## config.mk

```make
export PLATFORM = sky130hd
export DESIGN_NAME = uart_byte_receiver
export DESIGN_NICKNAME = d
export VERILOG_FILES = /design/src/rtl/uart_byte_receiver.sv
export SDC_FILE = /design/constraint.sdc
export NUM_CORES = 1
export LEC_CHECK = 0
export BUFFER_PORTS_ARGS = -buffer_cell sky130_fd_sc_hd__buf_2
export CORE_ASPECT_RATIO = 0.7
export CORE_MARGIN = 4
export CORE_UTILIZATION = 28
export CTS_CLUSTER_SIZE = 14
export DETAILED_ROUTE_END_ITERATION = 8
export GPL_TIMING_DRIVEN = 0
export SYNTH_ARGS = -nofsm -noshare
export SYNTH_HDL_FRONTEND = slang
export SYNTH_SLANG_ARGS = --single-unit
```

## constraint.sdc

```tcl
create_clock -name clk -period 3.7 [get_ports clk]
set_clock_uncertainty 0.05 [all_clocks]
set_input_delay 0.185 -clock clk [delete_from_list [all_inputs] [get_ports clk]]
set_output_delay 0.185 -clock clk [all_outputs]
set_load 0.03 [all_outputs]
```

## src/rtl/uart_byte_receiver.sv

```systemverilog
// 8N1 UART receiver. It synchronizes rx and centre-samples each bit.
// Each good byte is presented with a 2-cycle byte_available pulse.
module uart_byte_receiver #(
    parameter int CLKS_PER_BIT = 434
) (
    input  logic       clk,
    input  logic       rst,
    input  logic       rx,
    output logic [7:0] byte_out,
    output logic       byte_available,
    output logic       framing_error,
    output logic       busy
);

    localparam logic [15:0] HALF_M1 = 16'(CLKS_PER_BIT / 2 - 1);
    localparam logic [15:0] BIT_M1  = 16'(CLKS_PER_BIT - 1);

    typedef enum logic [2:0] {IDLE, START, DATA, STOP, BREAK} state_t;

    state_t      state;
    logic        rx_m, rx_s;
    logic [15:0] bit_cnt;
    logic [2:0]  bit_idx;
    logic [7:0]  shreg;
    logic        hold_cnt;

    always_ff @(posedge clk) begin
        if (rst) begin
            rx_m <= 1'b1;
            rx_s <= 1'b1;
        end else begin
            rx_m <= rx;
            rx_s <= rx_m;
        end
    end

    always_ff @(posedge clk) begin
        if (rst) begin
            state          <= IDLE;
            bit_cnt        <= '0;
            bit_idx        <= '0;
            shreg          <= '0;
            hold_cnt       <= 1'b0;
            byte_out       <= '0;
            byte_available <= 1'b0;
            framing_error  <= 1'b0;
            busy           <= 1'b0;
        end else begin
            framing_error <= 1'b0;
            // The pulse stretcher is independent of the FSM, so a new start bit can begin while it is still high.
            if (hold_cnt)
                hold_cnt <= 1'b0;
            else
                byte_available <= 1'b0;

            case (state)
                IDLE: begin
                    if (!rx_s) begin
                        state   <= START;
                        bit_cnt <= '0;
                        busy    <= 1'b1;
                    end
                end
                START: begin
                    if (bit_cnt == HALF_M1) begin
                        if (!rx_s) begin
                            state   <= DATA;
                            bit_cnt <= '0;
                            bit_idx <= '0;
                        end else begin
                            state <= IDLE;
                            busy  <= 1'b0;
                        end
                    end else begin
                        bit_cnt <= bit_cnt + 16'd1;
                    end
                end
                DATA: begin
                    if (bit_cnt == BIT_M1) begin
                        shreg   <= {rx_s, shreg[7:1]};
                        bit_cnt <= '0;
                        bit_idx <= bit_idx + 3'd1;
                        if (bit_idx == 3'd7)
                            state <= STOP;
                    end else begin
                        bit_cnt <= bit_cnt + 16'd1;
                    end
                end
                STOP: begin
                    if (bit_cnt == BIT_M1) begin
                        bit_cnt <= '0;
                        if (rx_s) begin
                            byte_out       <= shreg;
                            byte_available <= 1'b1;
                            hold_cnt       <= 1'b1;
                            state          <= IDLE;
                            busy           <= 1'b0;
                        end else begin
                            framing_error <= 1'b1;
                            state         <= BREAK;
                        end
                    end else begin
                        bit_cnt <= bit_cnt + 16'd1;
                    end
                end
                BREAK: begin
                    // A held-low line must go high before a new start bit can be seen.
                    if (rx_s) begin
                        state <= IDLE;
                        busy  <= 1'b0;
                    end
                end
                default: begin
                    state <= IDLE;
                    busy  <= 1'b0;
                end
            endcase
        end
    end

endmodule

```

# ---- After elaboration in Yosys (flattened, before gate mapping)
# Index checks and enable logic that the tools add are counted.
dict set report op_classes {
  n_addsub 2
  n_mux 28
  reduce_logical 10
  bitwise 3
  n_eq_ne 14
}
# op n
set op_table {}
lappend op_table {{$mux 16} 3}
lappend op_table {{$pmux 16 s3} 1}
lappend op_table {{$mux 3} 10}
lappend op_table {{$add 16x1->16 const B} 1}
lappend op_table {{$eq 16x8->1 const B} 1}
lappend op_table {{$eq 16x9->1 const B} 1}
lappend op_table {{$pmux 3 s5} 1}
lappend op_table {{$ne 2x2->1 const B} 7}
lappend op_table {{$mux 1} 10}
lappend op_table {{$reduce_and 4->1} 2}
lappend op_table {{$eq 3x2->1 const B} 2}
lappend op_table {{$eq 3x3->1 const B} 2}
lappend op_table {{$pmux 3 s2} 1}
lappend op_table {{$reduce_and 6->1} 1}
lappend op_table {{$pmux 1 s5} 1}
lappend op_table {{$add 3x1->3 const B} 1}
lappend op_table {{$eq 3x1->1 const B} 1}
lappend op_table {{$logic_not 3->1} 1}
lappend op_table {{$not 1->1} 3}
lappend op_table {{$reduce_and 3->1} 1}
lappend op_table {{$reduce_bool 3->1} 1}
lappend op_table {{$reduce_or 3->1} 1}
lappend op_table {{$mux 2} 1}
lappend op_table {{$reduce_and 2->1} 1}
lappend op_table {{other kinds (2)} 2}
dict set report word_totals {
  inputBits 3
  reg_bits 44
}

# ---- Longest topological paths before layout
# Gate-level depths: netlist (run 1).
dict set report depth {
  depth_word 4
  mapped_depth 8
}

# ---- Worst setup path before layout (run 1)
# Ideal clock, no wire load.
dict set report synth_timing {
  path_kind {register to register}
  start {register bit_cnt[0]}
  end {register bit_cnt[14]}
  slack_ns 1.616
  arrival_time_ns 1.914
  synth_period_minus_slack_ns 2.084
  path_stages_with_launch 9
  cell_sequence {dfxtp_1 -> inv_1 -> ha_1 -> nor4bb_1 -> and4_1 -> a311o_1 -> and2_4 -> buf_6 -> a211o_1}
}
dict set report synth_via {
  elab_chain_len 3
}
# item line
set synth_rtl {}
lappend synth_rtl {{start: declaration} 22} ;# logic [15:0] bit_cnt;
lappend synth_rtl {{start signal: assignment} 75} ;# bit_cnt <= bit_cnt + 16'd1;
lappend synth_rtl {{start signal: assignment} 86} ;# bit_cnt <= bit_cnt + 16'd1;
lappend synth_rtl {{start signal: assignment} 103} ;# bit_cnt <= bit_cnt + 16'd1;
lappend synth_rtl {{$add 16x1->16, or another cell as far along} {75, 86, 103}}
lappend synth_rtl {{$mux 16 (on tied branches)} {79, 90, 65}}
lappend synth_rtl {{$pmux 16 s3 (*)} 56} ;# case (state)
# Every way passes the cells marked *; elsewhere a longest branch is shown, timed or not.
# A chain may end at the register's enable or synchronous reset.

# ---- Worst setup path after layout (run 1)
dict set report layout_timing {
  start {register bit_cnt[0]}
  end {register bit_cnt[7]}
}
# Same word-level chain as after synthesis.

==> metrics.cfg, run 1 <==
[power]
total_power_mw=0.8310
p_seq_frac=0.575
combPwrFrac=0.044
power_density_nw_per_um2=350.9
max-vdd-ir-drop_mv=0.1286
pwr-share-clk=0.381
p_sw_mw=0.1901
p_leak_nw=0.9211
switching_share=0.2288
internal-power_mw=0.6409

[yosys]
synth_commonest_cells=dfxtp_1 (44), nand2_1 (30), a21oi_1 (17)
synth-edff-count=0
ys_async_sr_fraction=0
synth_area_per_cell_sq_um=8.957
yosysTopAreaCellShare=0.4221
netlist_instances=233
yosysTopAreaCell=dfxtp_1
yosysWarningCount=0
yosysMostFrequentCell=dfxtp_1
yosysSeqAreaShare=0.4221
syn-num-nets=241
synthDistinctLibCells=46
netlist_area_sq_um=2087
synthFlopType=dfxtp_1
synth-seq-cells=44
synth_area_leaders=dfxtp_1 (42%), nand2_1 (5.4%), mux2i_1 (4.8%), a21oi_1 (4.1%), ha_1 (3.0%)

[clock_network]
cts_hold_buffers=0
cts_buffers=5
cts_htree_levels=2
clk_latency_ns=0.30
clkSlewWorstSetupHoldPaths_ns=0.08
clockBufferDepth=2
cts_sinks=44
cts_tree=yes
postCtsSetupBuffers=0
root_buffer=clkbuf_8
cts_resized=0

[timing]
rsz0062_at_grt=false
max_clock_freq_mhz=430.8
post-route-period-util=0.6274
min_period_ns=2.321
fin_ws_ns=1.379
slew_violations=0
final.setup.tns_ns=0
fin_hold_ws_ns=0.02571
hold_violations=0
setup_viol=0
slew_headroom=0.6310
worst_pin_slew_ns=0.5485

[finish]
fillers=770
antenna_cells=0
drive_gt1_frac=0.1457
final_nets=261
area_delta_synth_final_pct=13.49
final_cell_area_sq_um=2369

[place]
gp_congestion=0.8280
post-dp-hpwl_um=3328
placed_area_sq_um=2275
detailedPlace.worstSlack_ns=1.375
portBuffers=13

[run_status]
status=finished clean

[setup_path]
cp_top_family=compound AO/OA/AOI/OAI gates
cp.arrival_ns=2.46
critPathMaxFanout=10
cp.required_ns=3.84
critical_path_buf_inv_count=2
crit_type=reg2reg
path_cells=inv_1 > ha_1 > nor4bb_1 > and4_1 > a311o_1 > and2_4 > buf_6 > a211o_1
end_kind=flop
cpPeakStageDelay_ns=0.45
start_kind=flop
crit_slowest_cell=a311o_1

[job]
cap_violations=0

[route]
via_count=1718
drt-total-wl_um=4513
vias_per_cell=4.881
first_pass_iters=4
avgRoutedWirePerCell_um=12.82
route.detailed.drc=0
drt_iter0_drc=127
detail-route-antenna-nets=0

[grt]
gr-usage-all-layers=0.1034
grt-ovfl-total=0
antenna_found_initial=0
grt_start_max_net_pins=14
first_global_vias=1542
grt_pass1_wl_um=7569

[die]
dieWidth_um=111.2
die-area_sq_um=8921
dieHeight_um=80.23
core_sq_um=7287
num_rows=26
initial_core_util=0.2864
pin_count=14

[min_path]
hold_path.class=in2reg

## power by group through the flow
| stage | sequential, mW | combinational (mW) | clock [mW] |
|---|---|---|---|
| 2_1_floorplan | 0.489 | 0.0253 | 0 |
| 3_3_place_gp | 0.489 | 0.0358 | 0 |
| 3_5_place_dp | 0.489 | 0.0366 | 0 |
| 4_1_cts | 0.478 | 0.0368 | 0.331 |
| 5_1_grt | 0.478 | 0.0406 | 0.350 |
| 6_report | 0.477 | 0.0367 | 0.317 |
## area by class of cell
| type | instances | area (sq um) | area share |
|---|---|---|---|
| buffer | 14 | 83.83 | 0.03539 |
| clock buffer | 7 | 86.33 | 0.03645 |
| clock inverter | 1 | 7.507 | 0.003170 |
| inverter | 5 | 18.77 | 0.007924 |
| multi-input combinational | 170 | 1104 | 0.4659 |
| sequential | 44 | 880.8 | 0.3719 |
| tap | 98 | 122.6 | 0.05177 |
| timing repair buffer | 13 | 65.06 | 0.02747 |
## placed cells by master (no fill, tap or decap), types with 2 or more instances in the layout
master | netlist | layout
xnor2_1 | 2 | 2
a22o_1 | 2 | 2
dfxtp_1 | 44 | 44
and3_1 | 5 | 5
ha_1 | 5 | 5
nand3_1 | 10 | 10
nor2b_1 | 3 | 3
and4_1 | 4 | 4
a221o_1 | 2 | 2
a21oi_1 | 17 | 17
a22oi_1 | 2 | 2
buf_6 | 3 | 3
nand4_1 | 4 | 4
nor4bb_1 | 2 | 2
buf_2 | 4 | 17
nor4_1 | 3 | 3
o21ai_0 | 4 | 4
o2bb2ai_1 | 2 | 2
nor2_1 | 15 | 15
or3_1 | 2 | 2
a211o_1 | 5 | 5
inv_1 | 5 | 5
nand2_1 | 30 | 30
or2_2 | 3 | 3
a21o_1 | 5 | 5
mux2i_1 | 10 | 10
nor3b_1 | 5 | 5
clkbuf_1 | 6 | 7
nor3_1 | 11 | 11
a211oi_1 | 2 | 2
clkbuf_8 | 0 | 6
## worst register-to-register path: stages, from the launching register on
cell	delay, ns
dfxtp_1	0.43
inv_1	0.07
ha_1	0.20
nor4bb_1	0.15
and4_1	0.24
a311o_1	0.45
and2_4	0.21
buf_6	0.14
a211o_1	0.29
## layer usage
| layer | global-route usage | vias to the layer above | routed length (um) |
|---|---|---|---|
| li1 | - | 893 | - |
| met2 | 0.1438 | 19 | 1762 |
| met3 | 0.02184 | 5 | 121 |
| met4 | 0.03645 | 0 | 51 |
| met5 | 0 | - | 0 |
| met1 | 0.1548 | 801 | 2579 |
## logic make-up after synthesis
logic type / count (synthesis) / synth area share
multiplexers: 11 / 0.05336
AND/OR/NAND/NOR: 105 / 0.2776
XOR/XNOR: 2 / 0.008395
AO/OA/AOI/OAI: 47 / 0.1595
flip-flops: 44 / 0.4221
buffers and inverters: 19 / 0.04916
adder cells (fa/ha/maj): 5 / 0.02998
## metrics by stage
stage                     instances    util
after global routing            352  0.3250
after CTS                       352  0.3250
after floorplan                 233       -
final                           352  0.3250
after global placement          344  0.3122
after detailed placement        344  0.3122
## worst paths after layout
kind / start / to / slack (ns) / cells past startpoint
worst max register to register: bit_cnt[0] / bit_cnt[7] / 1.38 / 8
worst max-delay path: bit_cnt[0] / bit_cnt[7] / 1.38 / 8
worst min register to register: rx_m / rx_s / 0.36 / 1
worst min-delay path: rx / rx_m / 0.03 / 2
## sequential cells by signal, summed over array words and instances, names as in the netlist
signal and cells:
hold_cnt 1, byte_available 1, busy 1, rx_m 1, rx_s 1, bit_cnt 16
bit_idx 3, framing_error 1, byte_out 8, state 3, shreg 8
Power figures use the tool's default switching activity.
==> inputs of run 2 (changes only) <==
--- a/config.mk
+++ b/config.mk
@@ -5,6 +5,7 @@
 export SDC_FILE = /design/constraint.sdc
 export NUM_CORES = 1
 export LEC_CHECK = 0
+export ABC_AREA = 1
 export BUFFER_PORTS_ARGS = -buffer_cell sky130_fd_sc_hd__buf_2
 export CORE_ASPECT_RATIO = 0.7
 export CORE_MARGIN = 4
==> constraint.sdc (replaced) <==
create_clock -name clk -period 2.1 [get_ports clk]
set_clock_uncertainty 0.05 [all_clocks]
set_input_delay 0.105 -clock clk [delete_from_list [all_inputs] [get_ports clk]]
set_output_delay 0.105 -clock clk [all_outputs]
set_load 0.03 [all_outputs]
==> metrics.cfg, run 2 <==
[clock_network]
cts_htree_levels=2
clkSlewWorstSetupHoldPaths_ns=0.06
cts_tree=yes
cts_buffers=5
clockBufferDepth=2
clk_latency_ns=0.29
cts_sinks=44
postCtsSetupBuffers=0
root_buffer=clkbuf_16

[setup_path]
path_common_cell=nand2_2
critPathMaxFanout=10
cp.arrival_ns=2.02
cpPeakStageDelay_ns=0.43
start_kind=flop
path_cells=inv_1 > ha_1 > nand3_1 > nor2_2 > nand2_2 > nand2_4 > nand2_2 > buf_2 > o21ai_0 > a21oi_1
crit_type=reg2reg
crit_slowest_cell=dfxtp_1
critical_path_buf_inv_count=2
end_kind=flop
cp.required_ns=2.27
cp_top_family=flip-flops

[job]
cap_violations=0

[route]
drt_iter0_drc=232
drt-total-wl_um=6413
avgRoutedWirePerCell_um=12.70
via_count=2455
vias_per_cell=4.861
route.detailed.drc=0
first_pass_iters=5
detail-route-antenna-nets=0

[die]
pin_count=14
core_sq_um=8443
dieHeight_um=86.02
num_rows=28
initial_core_util=0.2884
die-area_sq_um=10280
dieWidth_um=119.5

[finish]
final_cell_area_sq_um=2833
regArea_sq_um=880.8
final_nets=392
drive_gt1_frac=0.1273
top_register=bit_cnt
final_cell_mix=nand2_1 (76), dfxtp_1 (44), nor2_1 (40), inv_1 (39), nand3_1 (37)
antenna_cells=0
fillers=927
multi_input_area_sq_um=1321
largest_reg_flops=16
area_delta_synth_final_pct=16.34
largestRegisters=bit_cnt: 16 flops, byte_out: 8 flops, shreg: 8 flops
layout_commonest_cell=nand2_1

[yosys]
yosysMostFrequentCell=nand2_1
yosysTopAreaCellShare=0.3618
synth-edff-count=0
yosysSeqAreaShare=0.3618
synthFlopType=dfxtp_1
synth-seq-cells=44
yosysTopAreaCell=dfxtp_1
synth_area_leaders=dfxtp_1 (36%), nand2_1 (12%), nand3_1 (7.6%), a21oi_1 (6.8%), nor2_1 (6.2%)
synth_area_per_cell_sq_um=6.689
syn-num-nets=372
synthDistinctLibCells=30
yosysWarningCount=0
synth_commonest_cells=nand2_1 (76), dfxtp_1 (44), nor2_1 (40)
netlist_instances=364
netlist_area_sq_um=2435
ys_async_sr_fraction=0

[power]
p_leak_nw=1.163
max-vdd-ir-drop_mv=0.2845
power_density_nw_per_um2=719.0
total_power_mw=2.037

[grt]
antenna_found_initial=0
grt-ovfl-total=0
grt_pass1_wl_um=10900
grt_start_max_net_pins=16
gr-usage-all-layers=0.1301
first_global_vias=2195

[timing]
setup_viol=0
post-route-period-util=0.8825
final.setup.tns_ns=0
worst_pin_slew_ns=0.6666
slew_violations=0
hold_violations=0
rsz0062_at_grt=false
min_period_ns=1.853
max_clock_freq_mhz=539.6
slew_headroom=0.5556

[run_status]
status=finished clean

[place]
post-dp-hpwl_um=4699
gp_congestion=0.9068
placed_area_sq_um=2645
portBuffers=12

[min_path]
hold_path.class=in2reg

-- run 2: logic make-up (layout without fill, tap and decap cells) --
kind of cell	count (synthesis)	after routing	share of synthesized area
flip-flops	44	44	0.3618
adder cells (fa/ha/maj)	5	5	0.02569
buffers and inverters	56	77	0.09815
AND/OR/NAND/NOR	187	187	0.3520
XOR/XNOR	2	2	0.007196
AO/OA/AOI/OAI	70	70	0.1552
-- run 2: final cells by class --
type	count	share of cell area
flip-flops and latches	44	0.3110
inverters	44	0.05830
plain buffers	12	0.02606
multi-input cells	264	0.4664
well taps	120	0.05300
repair buffers	13	0.02473
clock inverters	3	0.01634
clock buffers	5	0.04417
-- run 2: timing repair --
action                                  CTS  global route
resized for setup                         0             1
hold buffers                              1             0
endpoints found under the setup margin    0             1
hold endpoints to repair                  1             0
-- run 2: metrics by stage --
stage	utilization	std cells	setup slack, ns	hold WS (ns)
floorplan	-	364	0.5118	0.1588
global placement	0.3133	496	0.2758	0.2373
detailed placement	0.3133	496	0.2493	0.2410
CTS	0.3348	505	0.2388	0.1822
global route	0.3355	505	0.05318	0.1910
finish	0.3355	505	0.2468	0.1679
-- run 2: worst paths after layout --
| check | start | end | slack, ns | depth (start not counted) |
|---|---|---|---|---|
| worst max-delay path | bit_cnt[0] | bit_cnt[4] | 0.25 | 10 |
| worst min-delay path | rst | state[1] | 0.17 | 2 |
| worst max register to register | bit_cnt[0] | bit_cnt[4] | 0.25 | 10 |
| worst min register to register | rx_m | rx_s | 0.36 | 1 |
-- run 2: metal layers --
| metal | GRT usage | vias to the layer above | wire (um) |
|---|---|---|---|
| li1 | - | 1239 | - |
| met1 | 0.2010 | 1118 | 3422 |
| met2 | 0.1752 | 90 | 2410 |
| met3 | 0.03428 | 8 | 510 |
| met4 | 0.03326 | 0 | 69 |
| met5 | 0 | - | 0 |
-- run 2: where the power goes --
group	internal (mW)	leakage, nW	switching [mW]
clock	0.565	0.0804	0.346
sequential	0.847	0.355	0.0124
combinational	0.0798	0.727	0.186
